===== config.mk =====
export PLATFORM = sky130hd
export DESIGN_NAME = pc_update_ctrl
export DESIGN_NICKNAME = d
export VERILOG_FILES = /design/src/rtl/pc_ctrl_pkg.sv /design/src/rtl/pc_redirect_arb.sv /design/src/rtl/pc_update_ctrl.sv
export SDC_FILE = /design/constraint.sdc
export NUM_CORES = 1
export LEC_CHECK = 0
export CAP_MARGIN = 20
export CELL_PAD_IN_SITES_DETAIL_PLACEMENT = 0
export CELL_PAD_IN_SITES_GLOBAL_PLACEMENT = 1
export CORE_MARGIN = 5
export CORE_UTILIZATION = 31
export DETAILED_ROUTE_END_ITERATION = 8
export PLACE_DENSITY_LB_ADDON = 0.1
export SYNTH_ARGS = -nofsm -noshare
export SYNTH_HDL_FRONTEND = slang
export SYNTH_SLANG_ARGS = --single-unit

===== constraint.sdc =====
create_clock -name clk -period 5.2 [get_ports clk]
set_clock_uncertainty 0.1 [all_clocks]
set_input_delay 0.78 -clock clk [delete_from_list [all_inputs] [get_ports clk]]
set_output_delay 0.78 -clock clk [all_outputs]
set_load 0.01 [all_outputs]

===== src/rtl/pc_ctrl_pkg.sv =====
// Shared constants and encodings for the fetch PC update controller.
// State and redirect-source encodings are also used by the testbench.
package pc_ctrl_pkg;

    localparam logic [31:0] PC_INIT = 32'h0000_3000;
    localparam logic [31:0] EXC_VEC = 32'h0000_4180;

    typedef enum logic {
        RUN  = 1'b0,
        PEND = 1'b1
    } state_t;

    typedef enum logic [2:0] {
        SRC_SEQ  = 3'd0,
        SRC_PEND = 3'd1,
        SRC_BR   = 3'd2,
        SRC_JMP  = 3'd3,
        SRC_ERET = 3'd4,
        SRC_EXC  = 3'd5
    } src_t;

endpackage


===== src/rtl/pc_redirect_arb.sv =====
// Fixed-priority redirect mux: exc > eret > jmp > br > pending.
// Purely combinational; sequential fetch is left to the caller.
module pc_redirect_arb
    import pc_ctrl_pkg::*;
(
    input  logic        exc_req,
    input  logic        eret,
    input  logic [31:0] epc,
    input  logic [31:0] exc_vec,
    input  logic        jmp_en,
    input  logic [31:0] jmp_target,
    input  logic        br_taken,
    input  logic [31:0] br_target,
    input  logic        pend,
    input  logic [31:0] pend_tgt,
    output logic        valid,
    output logic [31:0] target,
    output logic        is_exc
);

    src_t src;

    always_comb begin
        src = SRC_SEQ;
        if (exc_req)       src = SRC_EXC;
        else if (eret)     src = SRC_ERET;
        else if (jmp_en)   src = SRC_JMP;
        else if (br_taken) src = SRC_BR;
        else if (pend)     src = SRC_PEND;
    end

    always_comb begin
        target = pend_tgt;
        unique case (src)
            SRC_EXC:  target = exc_vec;
            SRC_ERET: target = epc;
            SRC_JMP:  target = jmp_target;
            SRC_BR:   target = br_target;
            default:  target = pend_tgt;
        endcase
    end

    assign valid  = (src != SRC_SEQ);
    assign is_exc = (src == SRC_EXC) || (src == SRC_ERET);

endmodule


===== src/rtl/pc_update_ctrl.sv =====
// Fetch PC sequencer: next-PC select, load enable, stall-pending redirects.
// Define PCCTRL_EXC_EN to honour exc_req/eret/epc and drive flush.
module pc_update_ctrl #(
    parameter logic [31:0] PC_INIT = pc_ctrl_pkg::PC_INIT,
    parameter logic [31:0] EXC_VEC = pc_ctrl_pkg::EXC_VEC,
    parameter int          CNT_W   = 16
) (
    input  logic             clk,
    input  logic             reset,
    input  logic [31:0]      pc_current,
    input  logic             stall,
    input  logic             br_taken,
    input  logic [31:0]      br_target,
    input  logic             jmp_en,
    input  logic [31:0]      jmp_target,
    input  logic             exc_req,
    input  logic             eret,
    input  logic [31:0]      epc,
    output logic [31:0]      pc_next,
    output logic             update_en,
    output logic             flush,
    output logic [CNT_W-1:0] stall_cycles
);

    import pc_ctrl_pkg::*;

    state_t      state, state_nx;
    logic [31:0] pend_tgt, pend_nx;
    logic        exc_on, eret_on;
    logic        arb_valid, arb_exc;
    logic [31:0] arb_target;
    logic        pulse;
    logic [31:0] pulse_tgt;

`ifdef PCCTRL_EXC_EN
    assign exc_on  = exc_req;
    assign eret_on = eret;
`else
    logic unused_exc;
    assign exc_on     = 1'b0;
    assign eret_on    = 1'b0;
    assign unused_exc = ^{exc_req, eret};
`endif

    pc_redirect_arb u_arb (
        .exc_req    (exc_on),
        .eret       (eret_on),
        .epc        (epc),
        .exc_vec    (EXC_VEC),
        .jmp_en     (jmp_en),
        .jmp_target (jmp_target),
        .br_taken   (br_taken),
        .br_target  (br_target),
        .pend       (state == PEND),
        .pend_tgt   (pend_tgt),
        .valid      (arb_valid),
        .target     (arb_target),
        .is_exc     (arb_exc)
    );

    // jmp beats br when both pulse in one cycle
    assign pulse     = jmp_en | br_taken;
    assign pulse_tgt = jmp_en ? jmp_target : br_target;

    always_comb begin
        pc_next   = pc_current + 32'd4;
        update_en = 1'b0;
        flush     = 1'b0;
        state_nx  = state;
        pend_nx   = pend_tgt;
        if (reset) begin
            pc_next  = PC_INIT;
            state_nx = RUN;
            pend_nx  = '0;
        end else if (arb_exc) begin
            pc_next   = arb_target;
            update_en = 1'b1;
            flush     = 1'b1;
            state_nx  = RUN;
            pend_nx   = '0;
        end else if (stall) begin
            if (pulse) begin
                pend_nx  = pulse_tgt;
                state_nx = PEND;
            end
        end else begin
            update_en = 1'b1;
            state_nx  = RUN;
            if (arb_valid) pc_next = arb_target;
        end
    end

    always_ff @(posedge clk) begin
        if (reset) begin
            state        <= RUN;
            pend_tgt     <= '0;
            stall_cycles <= '0;
        end else begin
            state    <= state_nx;
            pend_tgt <= pend_nx;
            if (!update_en && stall_cycles != '1)
                stall_cycles <= stall_cycles + 1'b1;
        end
    end

endmodule


==> Yosys cells after proc, flatten, opt, wreduce, memory -nomap -nowiden <==
Index checks and enable logic that the tools add are counted.
{ "op_classes": {"muxes": 14, "n_reduce_logical": 7, "addsub": 2, "bitwise_logic": 2, "n_eq_ne": 5} }
{ "ops": {"columns": ["cell", "n"], "rows": [
  ["$mux 32", 5],
  ["$pmux 32 s4", 1],
  ["$add 32x3->32 const B", 1],
  ["$add 16x1->16 const B", 1],
  ["$ne 16x16->1 const B", 1],
  ["$eq 3x2->1 const B", 2],
  ["$eq 3x3->1 const B", 2],
  ["$mux 1", 6],
  ["$mux 3", 2],
  ["$reduce_bool 3->1", 1],
  ["$reduce_or 3->1", 1],
  ["$reduce_and 2->1", 1],
  ["$reduce_or 2->1", 1],
  ["$logic_and 1x1->1", 1],
  ["$logic_not 1->1", 1],
  ["$logic_or 1x1->1", 1],
  ["$not 1->1", 1],
  ["$or 1x1->1", 1]
]} }
{ "totals": {"output_inout_bits": 50, "input_bits": 135, "elab_cells": 33, "regBits": 49} }

==> Longest topological paths before layout <==
Gate-level depths: netlist of run 1.
{ "logic_depth": {"ltp_word": 9, "depth_mapped": 7, "depth_no_buf": 5} }

==> Hierarchy <==
From an unflattened synthesis of run 1, not the netlist that was laid out.
{ "hier_totals": {"hier_cells": 711, "hier_area_um2": 5011.1} }
{ "modules_own_cells": {"columns": ["mod", "cells_per_inst", "area_each_um2", "n_inst"], "rows": [
  ["pc_update_ctrl", 449, 3477.1, 1],
  ["pc_redirect_arb", 262, 1534.0, 1]
]} }

==> Worst setup path after synthesis of run 1 <==
Ideal clock, no wire load.
{ "synth_path": {"kind": "in2out", "from": "input pc_current[2]", "to": "output pc_next[22]", "slack_ps": 1824, "t_required_ps": 4320, "t_arrival_ps": 2496, "cell_stages": 6, "path_cell_list": "ha_1 -> nand4_2 -> or4_1 -> buf_2 -> or4_1 -> a31oi_1"} }
{ "synth_via": {"elab_chain_cells": 5} }
{ "synth_rtl": {"columns": ["item", "line_no", "source"], "rows": [
  ["from (decl)", "pc_update_ctrl.sv:10", "input logic [31:0] pc_current,"],
  ["$add 32x3->32 (*)", "pc_update_ctrl.sv:66", "pc_next = pc_current + 32'd4;"],
  ["$mux 32", "pc_update_ctrl.sv:89", "if (arb_valid) pc_next = arb_target;"],
  ["$mux 32 (*)", "pc_update_ctrl.sv:81", "end else if (stall) begin"],
  ["$mux 32 (*)", "pc_update_ctrl.sv:75", "end else if (arb_exc) begin"],
  ["$mux 32 (*)", "pc_update_ctrl.sv:71", "if (reset) begin"],
  ["to (decl)", "pc_update_ctrl.sv:19", "output logic [31:0] pc_next,"]
]} }
Mark *: on every way between the ends. The rest lies on a longest branch, timed or not.

==> Worst setup path after layout of run 1 <==
Ends and elaborated chain as after synthesis.

==> metrics.csv, run 1 <==
stage;metric;value;unit
layout;layout_commonest_cell;clkdlybuf4s50_1;
worst_setup_path;cp.arrival;3650;ps
layout;mostFrequentLayoutCells;146 x clkdlybuf4s50_1, 64 x nor2_1, 52 x mux2i_1;
synth;yosys.cell_types.count;47;
worst_setup_path;start_kind;input pin;
cts;cts_resized;0;
worst_setup_path;cp_slowest_cell;or4_1;
power_and_ir_drop;p_leak;2.060;nW
timing;finalCritPeriodShare;0.8719;
floorplan;die_height;122.3;µm
global_routing;grtUsageTotal;0.1828;
layout;drive_above_1_share;0.04777;
worst_setup_path;cp-end-kind;output pin;
floorplan;dieArea;0.01495;mm²
route;drt_pass1_iterations;4;
layout;areaGrowthSynthToFinish;44.80;%
synth;ys_ff_latch;49;
timing;setup_tns;0;ps
timing;period_minus_slack;4534;ps
synth;syn_area_per_cell;7.471;µm²
synth;synth_area_leader_cell;dfxtp_1;
floorplan;coreArea;0.01247;mm²
cts;cts-htree-levels;2;
cts;cts.sink_count;49;
global_routing;grt_first_pass_wirelength;22120;µm
worst_setup_path;path_class;in2out;
layout;nNetsFinal;785;
power_and_ir_drop;powerDensity;188.2;mW/mm²
place;dp_hpwl;10570;µm
worst_setup_path;r2r-start;stall_cycles[0];
global_routing;grt_start_max_net_pins;58;
worst_setup_path;slowest_delay;640;ps
cts;cts_root_buf;clkbuf_16;
synth;ys_warn_count;0;
route;viasPerCell;5.351;
cts;cts_buffers;5;
floorplan;initial_core_util;0.3135;
cts;path_clk_slew;70;ps
synth;synthArstFlopShare;0;
layout;fillerInstances;1267;
outcome;status;finished, final reports clean;
route;routed_wirelength;13960;µm
cts;cts_setup_buffers;0;
place;io_buffers;149;
worst_hold_path;worst_hold_path_type;reg2reg;
timing;setup_violations;0;
floorplan;ioPinCount;185;
job;maxCapViolCount;0;
layout;insertedDiodeCount;0;
place;gp_congestion;0.8500;
worst_hold_path;min_from;pend_tgt[30];
timing;finalMaxSlewViolations;0;
floorplan;core.rowCount;41;
timing;rsz0062_at_grt;false;
power_and_ir_drop;vdd_drop_max;126.2;µV
route;wl_per_cell;17.00;µm
synth;synth_nets;660;
timing;fmax;220.6;MHz
global_routing;grt_pass1_vias;4194;
power_and_ir_drop;power;1.065;mW
route;vias;4393;
route;first_iter_violations;263;
route;drc;0;
global_routing;overflow;0;
worst_setup_path;r2r_cells;5;
synth;synth_area_leaders;dfxtp_1 25%, mux2i_1 13%, a211oi_1 7.7%;
synth;synth_edf_count;0;
cts;cts_tree;built;
synth;yosysSeqAreaShare;0.2510;
worst_setup_path;crit_fanout;8;
global_routing;antenna_found_initial;0;
timing;relSlewSlack;0.3975;
synth;synth_top_cell_area_share;0.2510;
worst_setup_path;cp.required;4320;ps
route;ant_nets;0;
worst_setup_path;crit_chain;clkdlybuf4s50_1 -> ha_1 -> nand4_2 -> or4_1 -> or4_1 -> a31oi_1 -> clkdlybuf4s50_1;
cts;clk_path_buf_depth;2;
floorplan;die_width;122.3;µm
synth;syn_area;0.003907;mm²
timing;worst_pin_slew;901.5;ps
cts;holdBufCountCts;0;
worst_hold_path;hold_depth;2;
worst_setup_path;crit_start;pc_current[2];
timing;finalHoldViolations;0;
synth;synth_cells;523;
cts;worst_skew_pair.late_latency;290;ps
synth;synthFlopType;dfxtp_1;
-- metrics by stage --
| stage | cell area [µm²] | instances | hold WS (ps) | setup slack, ps | utilization |
|---|---|---|---|---|---|
| final | 5658 | 821 | 398.1 | 665.9 | 0.4539 |
| after global routing | 5658 | 821 | 415.5 | 495.0 | 0.4539 |
| after CTS | 5658 | 821 | 400.7 | 661.9 | 0.4539 |
| after detailed placement | 5519 | 813 | 392.0 | 654.5 | 0.4427 |
| after global placement | 5519 | 813 | 381.8 | 680.7 | 0.4427 |
| after floorplan | 3908 | 523 | 375.6 | 1824 | - |
-- layout make-up --
class	instances	area, µm²	share of cell area
clock buffer	6	128.9	0.02278
clock inverter	2	10.01	0.001769
inverter	12	45.04	0.007961
multi-input combinational	421	2726	0.4819
sequential	49	980.9	0.1734
tap	172	215.2	0.03804
timing repair buffer	159	1551	0.2742
-- metal layers --
metal  vias up  global-route usage  share of wire
li1       2226                   -              -
met1      2035              0.2336           0.44
met2       121              0.3150           0.48
met3        11             0.04378          0.065
met4         0             0.03569          0.013
met5         -                   0              0
-- flip-flops by register name (all words and copies together) (netlist names) --
name          cells
pend_tgt         32
stall_cycles     16
state             1
-- report_power, final --
group	internal [mW]	switching, mW
Sequential	0.397	0.0111
Combinational	0.172	0.159
Clock	0.177	0.149
Total	0.746	0.319
-- cell usage after synthesis (8+ instances only) --
cell	n
a311oi_1	14
or4_1	16
clkbuf_1	28
nand3_1	23
a21oi_1	13
nand4_1	10
o211ai_1	10
a211oi_1	40
o21ai_0	26
nor2b_1	8
mux2i_1	52
nor2_1	65
inv_1	12
nand2_1	49
dfxtp_1	49
buf_1	8
xnor2_1	13
nor3_1	13
-- worst max-delay path, delay by kind of cell --
kind / cells / cell delay [ps]
and+or+nand+nor: 3 / 1350
AOI/OAI and AO/OA: 1 / 220
adders and majority gates: 1 / 230
buffers and inverters: 2 / 1070
-- logic make-up (layout without fill, tap and decap cells) --
| group | count (synthesis) | after routing | share of synthesized area |
|---|---|---|---|
| adders and majority gates | 2 | 2 | 0.006403 |
| muxes | 58 | 58 | 0.1505 |
| xor gates and xnor gates | 15 | 15 | 0.03362 |
| other | 1 | 1 | 0.0009597 |
| and+or+nand+nor | 216 | 216 | 0.2738 |
| DFF | 49 | 49 | 0.2510 |
| AOI/OAI and AO/OA | 129 | 129 | 0.2306 |
| buffers and inverters | 53 | 179 | 0.05315 |
-- worst paths after layout --
kind                endpoint  slack [ps]
max              pc_next[22]         670
min             pend_tgt[30]         400
max reg2reg  stall_cycles[3]        2960
min reg2reg     pend_tgt[30]         400
No activity file was read; power rests on OpenSTA's default activity.
==> inputs of run 2 (changes only) <==
--- a/config.mk
+++ b/config.mk
@@ -5,11 +5,12 @@
 export SDC_FILE = /design/constraint.sdc
 export NUM_CORES = 1
 export LEC_CHECK = 0
+export ABC_AREA = 1
 export CAP_MARGIN = 20
 export CELL_PAD_IN_SITES_DETAIL_PLACEMENT = 0
 export CELL_PAD_IN_SITES_GLOBAL_PLACEMENT = 1
 export CORE_MARGIN = 5
-export CORE_UTILIZATION = 31
+export CORE_UTILIZATION = 30
 export DETAILED_ROUTE_END_ITERATION = 8
 export PLACE_DENSITY_LB_ADDON = 0.1
 export SYNTH_ARGS = -nofsm -noshare
==> run 2 against run 1 <==
First-iteration DRC count up 5.7%. Sequential share of layout area down 0.48 points. Power up 1.0%. Critical endpoint is now pc_next[27]. Cell area up 2.9%. Critical path type unchanged. Routed wire length up 5.6%. Final cell count up 23%. Clock-buffer cell count up 1. Area after synthesis up 5.3%. Non-clock buffer count down 3.
==> metrics.csv, run 2 <==
stage;metric;value;unit;change
route;drc;0;;unchanged
job;maxCapViolCount;0;;unchanged
cts;cts.sink_count;49;;unchanged
layout;drive_above_1_share;0.05502;;+0.007258
synth;synth_area_leaders;dfxtp_1 24%, nand2_1 19%, nor2_1 8.9%;;
global_routing;grt_pass1_vias;4454;;+6.2%
layout;layout_commonest_cell;nand2_1;;
place;gp_congestion;0.8924;;+5.0%
worst_setup_path;crit_buf_inv;4;;+2
route;ant_nets;0;;unchanged
power_and_ir_drop;powerDensity;184.7;mW/mm²;-1.8%
route;vias;4817;;+9.7%
worst_setup_path;cp_top_family;buffers and inverters;;
power_and_ir_drop;p_sw;0.3361;mW;+5.4%
layout;regMostFlops;pend_tgt;;
worst_setup_path;cp.arrival;3190;ps;-460 ps
route;viasPerCell;4.760;;-11%
place;place_ws;1069;ps;+414.8 ps
route;dr.max_layer_used;met4;;
worst_setup_path;r2r_cells;7;;+2
floorplan;ioPinCount;185;;unchanged
layout;nNetsFinal;972;;+24%
timing;finalHoldViolations;0;;unchanged
timing;setup_slack;1130;ps;+464.3 ps
timing;setup_violations;0;;unchanged
power_and_ir_drop;seqPwrFrac;0.379;;-0.004
cts;holdBufCountCts;0;;unchanged
worst_setup_path;start_kind;input pin;;
synth;synth_nets;843;;+28%
power_and_ir_drop;intPower;0.7392;mW;-0.88%
timing;fmax;245.7;MHz;+11%
timing;finalCritPeriodShare;0.7826;;-0.08930
power_and_ir_drop;p_leak;2.327;nW;+13%
worst_setup_path;path_class;in2out;;
floorplan;die_height;127.1;µm;+3.9%
cts;cts_root_buf;clkbuf_16;;
synth;ys_warn_count;0;;unchanged
cts;path_clk_slew;70;ps;about the same
synth;syn_area;0.004113;mm²;+5.3%
place;dp_cells;1004;;+23%
synth;yosys.cell_types.count;34;;-28%
layout;insertedDiodeCount;0;;unchanged
worst_hold_path;worst_hold_path_type;reg2reg;;
synth;synth_edf_count;0;;unchanged
synth;synth_top_cell_area_share;0.2385;;-0.01253
route;first_iter_violations;278;;+5.7%
place;dp_hpwl;11530;µm;+9.0%
cts;cts_setup_buffers;0;;unchanged
worst_setup_path;crit_fanout;33;;+25
synth;synthArstFlopShare;0;;unchanged
synth;synth_area_leader_cell;dfxtp_1;;
floorplan;core.rowCount;42;;+2.4%
timing;rsz0062_at_grt;false;;
route;met3WireLength;952;µm;+5.3%
global_routing;grt_first_pass_wirelength;23040;µm;+4.1%
cts;cts_tree;built;;
power_and_ir_drop;p_comb_frac;0.309;;about the same
timing;worst_pin_slew;680.3;ps;-221.2 ps
global_routing;grtUsageTotal;0.1754;;-0.007411
synth;yosysSeqAreaShare;0.2385;;-0.01253
layout;largest_reg_flops;32;;unchanged
timing;period_minus_slack;4070;ps;-464.3 ps
floorplan;initial_core_util;0.3081;;-0.005342
power_and_ir_drop;p_clk_frac;0.311;;+0.004
route;drt_pass1_iterations;4;;unchanged
timing;finalMaxSlewViolations;0;;unchanged
route;m1WireLength;6600;µm;+7.7%
timing;hold_ws;350.6;ps;-47.54 ps
worst_setup_path;cp_num_cells;9;;+2
synth;synth_cells;706;;+35%
worst_setup_path;cp-end-kind;output pin;;
route;dr_wl_met2;7097;µm;+5.2%
layout;fin_cells;1012;;+23%
layout;final_core_util;0.4361;;-0.01781
layout;areaGrowthSynthToFinish;41.53;%;
global_routing;antenna_found_initial;0;;unchanged
cts;cts_buffers;5;;unchanged
cts;cts_resized;0;;unchanged
global_routing;overflow;0;;unchanged
timing;relSlewSlack;0.5459;;+0.1484
outcome;status;finished, final reports clean;;
worst_setup_path;cp_slowest_cell;clkdlybuf4s50_1;;
worst_setup_path;crit_chain;clkdlybuf4s50_1 -> nor2_4 -> inv_2 -> o21ai_4 -> inv_2 -> nand2_1 -> o21ai_0 -> a21oi_1 -> clkdlybuf4s50_1;;
layout;mostFrequentLayoutCells;210 x nand2_1, 147 x clkdlybuf4s50_1, 98 x nor2_1;;
power_and_ir_drop;vdd_drop_max;123.4;µV;-2.2%
worst_hold_path;hold_depth;2;;unchanged
layout;reg_top3;pend_tgt (32), stall_cycles (16), state (1);;
synth;synth_most_common_cell;nand2_1;;
synth;synthFlopType;dfxtp_1;;
timing;setup_tns;0;ps;unchanged
floorplan;coreArea;0.01335;mm²;+7.1%
synth;ys_ff_latch;49;;unchanged
route;routed_wirelength;14740;µm;+5.6%
cts;cts-htree-levels;2;;unchanged
synth;syn_area_per_cell;5.825;µm²;-22%
power_and_ir_drop;sw_frac_of_total;0.3126;;+0.01306
global_routing;grt_start_max_net_pins;47;;-19%
worst_setup_path;cp.required;4320;ps;about the same
floorplan;dieArea;0.01615;mm²;+8.0%
floorplan;die_width;127.1;µm;+3.9%
worst_setup_path;slowest_delay;510;ps;-130 ps
cts;worst_skew_pair.late_latency;300;ps;about the same
cts;clk_path_buf_depth;2;;unchanged
place;io_buffers;149;;unchanged
route;wl_per_cell;14.57;µm;-14%
synth;synthTopCellsByCount;210 x nand2_1, 98 x nor2_1, 65 x a21oi_1, 58 x inv_1, 55 x o21ai_0;;
[run 2: cells by family after synthesis]
| logic type | count (synthesis) | share of synthesized area |
|---|---|---|
| XOR/XNOR | 12 | 0.02556 |
| other | 1 | 0.0009118 |
| AND/OR/NAND/NOR | 380 | 0.3879 |
| multiplexers | 14 | 0.03407 |
| flip-flops | 49 | 0.2385 |
| buffers and inverters | 96 | 0.1031 |
| AO/OA/AOI/OAI | 152 | 0.2038 |
| adder cells (fa/ha/maj) | 2 | 0.006084 |
[run 2: final timing paths]
check | from | endpoint | slack (ps)
hold / removal | pend_tgt[3] | pend_tgt[3] | 350
hold reg to reg | pend_tgt[3] | pend_tgt[3] | 350
setup / recovery | br_taken | pc_next[27] | 1130
setup reg to reg | stall_cycles[0] | stall_cycles[3] | 3270
[run 2: stage by stage]
| stage | total power, mW | area, µm² |
|---|---|---|
| finish | 1.075 | 5821 |
| floorplan | 0.5822 | 4113 |
| global placement | 0.7503 | 5680 |
| CTS | 1.095 | 5821 |
| detailed placement | 0.7536 | 5680 |
| global route | 1.144 | 5821 |
[run 2: per-layer routing]
metal	up-vias	global-route usage
li1	2538	-
met1	2159	0.2294
met2	114	0.2998
met3	6	0.04090
met4	0	0.02839
met5	-	0
[run 2: layout make-up]
type | instances | area [µm²]
inverter | 62 | 232.7
clock inverter | 1 | 7.507
timing repair buffer | 156 | 1534
tap | 176 | 220.2
fill | 1460 | 7527
sequential | 49 | 980.9
multi-input combinational | 561 | 2713
clock buffer | 7 | 132.6
[run 2: power groups by stage]
| stage | clock network (mW) | logic, mW | registers (mW) |
|---|---|---|---|
| 6_report | 0.335 | 0.333 | 0.408 |
| 4_1_cts | 0.348 | 0.339 | 0.408 |
| 3_3_place_gp | 0 | 0.334 | 0.416 |
| 5_1_grt | 0.363 | 0.371 | 0.410 |
| 2_1_floorplan | 0 | 0.167 | 0.415 |
| 3_5_place_dp | 0 | 0.337 | 0.417 |
[run 2: worst min-delay path, stage by stage (launching register included)]
cell,delay [ps]
dfxtp_1,300
inv_1,60
a21oi_1,50
==> inputs of run 3 (changes only) <==
--- a/config.mk
+++ b/config.mk
@@ -10,7 +10,7 @@
 export CELL_PAD_IN_SITES_DETAIL_PLACEMENT = 0
 export CELL_PAD_IN_SITES_GLOBAL_PLACEMENT = 1
 export CORE_MARGIN = 5
-export CORE_UTILIZATION = 30
+export CORE_UTILIZATION = 28
 export DETAILED_ROUTE_END_ITERATION = 8
 export PLACE_DENSITY_LB_ADDON = 0.1
 export SYNTH_ARGS = -nofsm -noshare
==> constraint.sdc (replaced) <==
create_clock -name clk -period 3.8 [get_ports clk]
set_clock_uncertainty 0.1 [all_clocks]
set_input_delay 0.57 -clock clk [delete_from_list [all_inputs] [get_ports clk]]
set_output_delay 0.57 -clock clk [all_outputs]
set_load 0.01 [all_outputs]
==> run 3 against run 2 <==
Sequential cell count unchanged. First-iteration DRC count decreased by 21%. Clock-buffer cell count decreased by 2. Register-to-register slack got worse by 1500 ps. Via count decreased by 0.17%. Worst setup slack got worse by 880 ps. Sequential share of layout area decreased by 0.23 points. Core utilization decreased by 2.9 points. Worst hold slack improved by 1.3 ps. Die area increased by 6.6%. Largest power group unchanged.
==> metrics.csv, run 3 (synthesized netlist as in run 2, its figures left out) <==
stage;metric;value;unit;change
timing;worst_pin_slew;619.4;ps;-60.90 ps
route;ant_nets;0;;unchanged
worst_setup_path;crit_start;pc_current[2];;
timing;finalMaxSlewViolations;0;;unchanged
place;gp_congestion;0.8575;;-3.9%
cts;clk_path_buf_depth;2;;unchanged
layout;layout_commonest_cell;nand2_1;;
route;routed_wirelength;15100;µm;+2.5%
power_and_ir_drop;intPower;1.020;mW;+38%
place;dp_cells;1018;;+1.4%
layout;nNetsFinal;978;;+0.62%
global_routing;grt_first_pass_wirelength;24480;µm;+6.3%
timing;setup_slack;253.0;ps;-877.3 ps
power_and_ir_drop;vdd_drop_max;144.8;µV;+17%
timing;period_minus_slack;3547;ps;
route;wl_per_cell;14.72;µm;+1.1%
timing;finalCritPeriodShare;0.9334;;
route;drc;0;;unchanged
worst_setup_path;cp.required;3130;ps;-1190 ps
worst_setup_path;cp-end-kind;output pin;;
timing;setup_violations;0;;unchanged
place;io_buffers;149;;unchanged
cts;cts_buffers;5;;unchanged
power_and_ir_drop;p_leak;2.364;nW;+1.6%
layout;multi_input_area;0.002713;mm²;unchanged
route;vias;4809;;-0.17%
layout;final_core_util;0.4074;;-0.02862
cts;holdBufCountCts;0;;unchanged
global_routing;grtUsageTotal;0.1710;;-0.004416
layout;drive_above_1_share;0.06413;;+0.009109
timing;relSlewSlack;0.5866;;+0.04065
timing;fmax;281.9;MHz;
floorplan;initial_core_util;0.2840;;-0.02407
layout;reg_top3;pend_tgt (32), stall_cycles (16), state (1);;
layout;fin_cells;1026;;+1.4%
power_and_ir_drop;p_clk_frac;0.311;;about the same
global_routing;antenna_found_initial;0;;unchanged
place;placedInstanceArea;0.005748;mm²;+1.2%
outcome;status;finished, final reports clean;;
power_and_ir_drop;power;1.487;mW;+38%
layout;areaGrowthSynthToFinish;43.44;%;
layout;regMostFlops;pend_tgt;;
floorplan;dieArea;0.01721;mm²;+6.6%
floorplan;core.rowCount;44;;+4.8%
layout;largest_reg_flops;32;;unchanged
cts;cts_tree;built;;
place;place_ws;253.8;ps;-815.4 ps
floorplan;coreArea;0.01448;mm²;+8.5%
layout;fillerInstances;1578;;+8.1%
timing;rsz0062_at_grt;false;;
worst_hold_path;min_from;pend_tgt[8];;
power_and_ir_drop;seqPwrFrac;0.375;;-0.004
cts;worst_skew_pair.late_latency;300;ps;about the same
route;viasPerCell;4.687;;-1.5%
cts;path_clk_slew;70;ps;about the same
global_routing;overflow;0;;unchanged
layout;mostFrequentLayoutCells;210 x nand2_1, 147 x clkdlybuf4s50_1, 98 x nor2_1;;
worst_setup_path;path_class;in2out;;
floorplan;ioPinCount;185;;unchanged
worst_setup_path;r2r-start;stall_cycles[0];;
layout;insertedDiodeCount;0;;unchanged
cts;cts.sink_count;49;;unchanged
timing;finalHoldViolations;0;;unchanged
cts;cts_root_buf;clkbuf_16;;
power_and_ir_drop;p_comb_frac;0.313;;+0.004
power_and_ir_drop;p_sw;0.4674;mW;+39%
cts;cts_resized;0;;unchanged
route;first_iter_violations;220;;-21%
layout;regArea;980.9;µm²;unchanged
cts;cts-htree-levels;2;;unchanged
cts;cts_setup_buffers;0;;unchanged
power_and_ir_drop;powerDensity;252.1;mW/mm²;+36%
power_and_ir_drop;sw_frac_of_total;0.3142;;+0.001652
worst_hold_path;worst_hold_path_type;reg2reg;;
worst_setup_path;crit_fanout;3;;-91%
floorplan;die_width;131.2;µm;+3.2%
layout;design_area;0.005899;mm²;+1.4%
worst_setup_path;cp.arrival;2880;ps;-310 ps
job;maxCapViolCount;0;;unchanged
timing;hold_ws;351.9;ps;+1.264 ps
global_routing;grt_start_max_net_pins;47;;unchanged
worst_setup_path;start_kind;input pin;;
place;dp_hpwl;11930;µm;+3.5%
route;drt_pass1_iterations;5;;+1
timing;setup_tns;0;ps;unchanged
global_routing;grt_pass1_vias;4672;;+4.9%
floorplan;die_height;131.2;µm;+3.2%
==> run 3: layer usage <==
metal | GRT usage | vias to the layer above | wire length [µm]
met4 | 0.03811 | 0 | 192
met2 | 0.2951 | 130 | 7286
met3 | 0.02982 | 13 | 665
met5 | 0 | - | 0
met1 | 0.2224 | 2104 | 6959
li1 | - | 2562 | -
==> run 3: path summary, 6_finish.rpt <==
kind | endpoint | slack, ps | cells after the start
worst min-delay path | pend_tgt[8] | 350 | 2
worst max register to register | stall_cycles[1] | 1820 | 7
worst min register to register | pend_tgt[8] | 350 | 2
worst max-delay path | pc_next[20] | 250 | 10
==> run 3: final cells by class <==
cell class,instances,area share
Clock buffer,5,0.02121
Inverter,62,0.03945
Clock inverter,3,0.004454
Tap cell,184,0.03902
Timing Repair Buffer,162,0.2698
Sequential cell,49,0.1663
Multi-Input combinational cell,561,0.4598
==> run 3: critical path, cell delays in order <==
cell and delay [ps]:
clkdlybuf4s50_1 510, ha_1 220, nand2_1 100, nor2_2 140, buf_4 140, nand3_1 140, o21bai_1 160, nand3_1 80
a21oi_1 230, clkdlybuf4s50_1 580
==> run 3: power by group through the flow <==
stage	combinational, mW	clock [mW]	sequential (mW)
after floorplan	0.228	0	0.568
after global placement	0.467	0	0.569
after detailed placement	0.470	0	0.570
after CTS	0.472	0.486	0.558
after global routing	0.516	0.508	0.562
final	0.466	0.463	0.558
==> variant (settings of run 1) <==
The option `PCCTRL_EXC_EN` is turned on by a define.
--- a/src/rtl/pc_update_ctrl.sv
+++ b/src/rtl/pc_update_ctrl.sv
@@ -1,4 +1,6 @@
 // Fetch PC sequencer: next-PC select, load enable, stall-pending redirects.
 // Define PCCTRL_EXC_EN to honour exc_req/eret/epc and drive flush.
+`define PCCTRL_EXC_EN
+
 module pc_update_ctrl #(
     parameter logic [31:0] PC_INIT = pc_ctrl_pkg::PC_INIT,
Check against the original RTL: not equivalent (Yosys sat finds a counterexample within 4 cycles, from zero or initial values and one cycle with reset high).
==> variant against run 1 <==
Setup slack better by 20 ps; sequential cell count stayed put; largest power group unchanged; critical path depth shrank 1; maximum frequency rose by 0.45%; total power grew 1.7%; clock power up 2%; wire length grew 17%; synthesized area is 4.1% higher; cell area increased by 8.4%; sequential share of layout area is 1.3 points lower; count of clock-buffer cells in the layout is the same.
==> variant: results (changes against run 1) <==
Critical path
  • Crit. Startpoint: exc_req
  • Setup crit end: pc_next[7]
  • Critical Path Max Stage Delay: 660 ps (+20 ps)
  • Worst r2r path cells: 6 (+1)
  • Critical Path AT: 3630 ps (-20 ps)
  • Largest delay share family, worst path: buffers and inverters
  • CP max FO: 18 (+10)
  • R2r endpoint: stall_cycles[0]$_SDFFE_PP0P_
  • CP max stage cell: clkdlybuf4s50_1
  • Reg2reg setup slack: 3260 ps (+300 ps)

Place
  • Area post-placement: 0.00599 mm^2 (+8.5%)
  • Post-detail-place hpwl: 13000 um (+23%)
  • Final GP Congestion: 0.916 (+7.8%)
  • Place WS: 746 ps (+91.1 ps)
  • Port Buffers: 184 (+23%)
  • Placed cell count: 862 (+6.0%)

Timing
  • Rel. slew slack: 40.9% (+1.2 points)
  • Post-route minimum period: 4510 ps (-20.5 ps)
  • Min Hold Slack: 400 ps (+1.42 ps)

Finish
  • Multi-input gates: 445 (+5.7%)
  • Multi-input logic area: 0.00289 mm^2 (+5.9%)
  • Share of cells above drive strength 1: 5.16% (+0.38 points)
  • Seq Cell Count: 49 (unchanged)
  • Register area: 981 um^2 (unchanged)
  • Fin util: 48.2% (+2.8 points)
  • Non-CTS buffers: 192 (+21%)
  • Final net count: 834 (+6.2%)
  • Layout Cells excl Fill: 870 (+6.0%)
  • NonClk Buf Share: 30.8% (+3.4 points)
  • Final non-filler cell area: 0.00613 mm^2 (+8.4%)
  • Fill cell count: 1301 (+2.7%)
  • Inverters: 4 (-8)

GRT
  • Met2 Use GR: 31.2% (-0.27 points)
  • Total GRT Usage: 20.0% (+1.7 points)
  • Number of global-route vias before repair: 4418 (+5.3%)
  • Global-route wire length before repair: 25000 um (+13%)
  • Met3 usage: 4.63% (+0.25 points)
  • Largest net degree at the start of global routing: 42 (-28%)
  • GR Util met1: 28.3% (+5.0 points)

Synthesis
  • Sequential element share of the synthesized area: 24.1% (-1.0 points)
  • Largest cells by area after synthesis: dfxtp_1 (24%), mux2i_1 (8.4%), a211oi_1 (6.6%), nor2_1 (5.6%), xor2_1 (5.0%)
  • Synth Net Count: 677 (+2.6%)
  • Synth top cells by count: nor2_1 (61), nand2_1 (51), dfxtp_1 (49)
  • Synth Instances: 540 (+3.3%)
  • Synth unique cells: 52 (+11%)

Detailed routing
  • Total number of vias: 4722 (+7.5%)
  • DRT met1 WL: 7680 um (+25%)
  • Router iterations before antenna repair: 5 (+1)
  • WL/cell: 18.8 um (+11%)
  • DR iter-0 viols: 416 (+58%)
  • Met2 wire length: 7440 um (+10%)
  • DR WL met3: 1080 um (+19%)

Pwr
  • Leakage: 2.09 nW (+1.5%)
  • Worst IR Drop VDD: 0.000103 V (-18%)

Min path
  • Worst hold start: pend_tgt[18]$_SDFFE_PP0P_
  • Hold Path Depth: 2 (unchanged)
  • Hold endpoint: pend_tgt[18]$_SDFFE_PP0P_

Status
  • Status: completed
## variant: changes by cell type after synthesis, moves of 10 or more
| cell | delta |
|---|---|
| o22ai_1 | +31 |
| xor2_1 | +21 |
| buf_2 | +18 |
| mux2i_1 | -18 |
| or4_1 | -16 |
| a311oi_1 | -14 |
| clkbuf_1 | -13 |
| o21ai_0 | +13 |
| a21boi_0 | +10 |
## variant: cells by family (layout without fill, tap and decap cells)
| group | Yosys count | after routing | share of synthesized area [%] |
|---|---|---|---|
| AO/OA/AOI/OAI | 166 | 166 | 26.6 |
| XOR/XNOR | 41 | 41 | 8.83 |
| adder cells (fa/ha/maj) | 2 | 2 | 0.615 |
| buffers and inverters | 46 | 204 | 5.10 |
| flip-flops | 49 | 49 | 24.1 |
| multiplexers | 35 | 35 | 8.64 |
| AND/OR/NAND/NOR | 201 | 201 | 26.1 |
## variant: power by group
part           switching (mW)  internal (mW)
registers             0.00723          0.383
logic                   0.172          0.185
clock network           0.156          0.179
total                   0.336          0.747
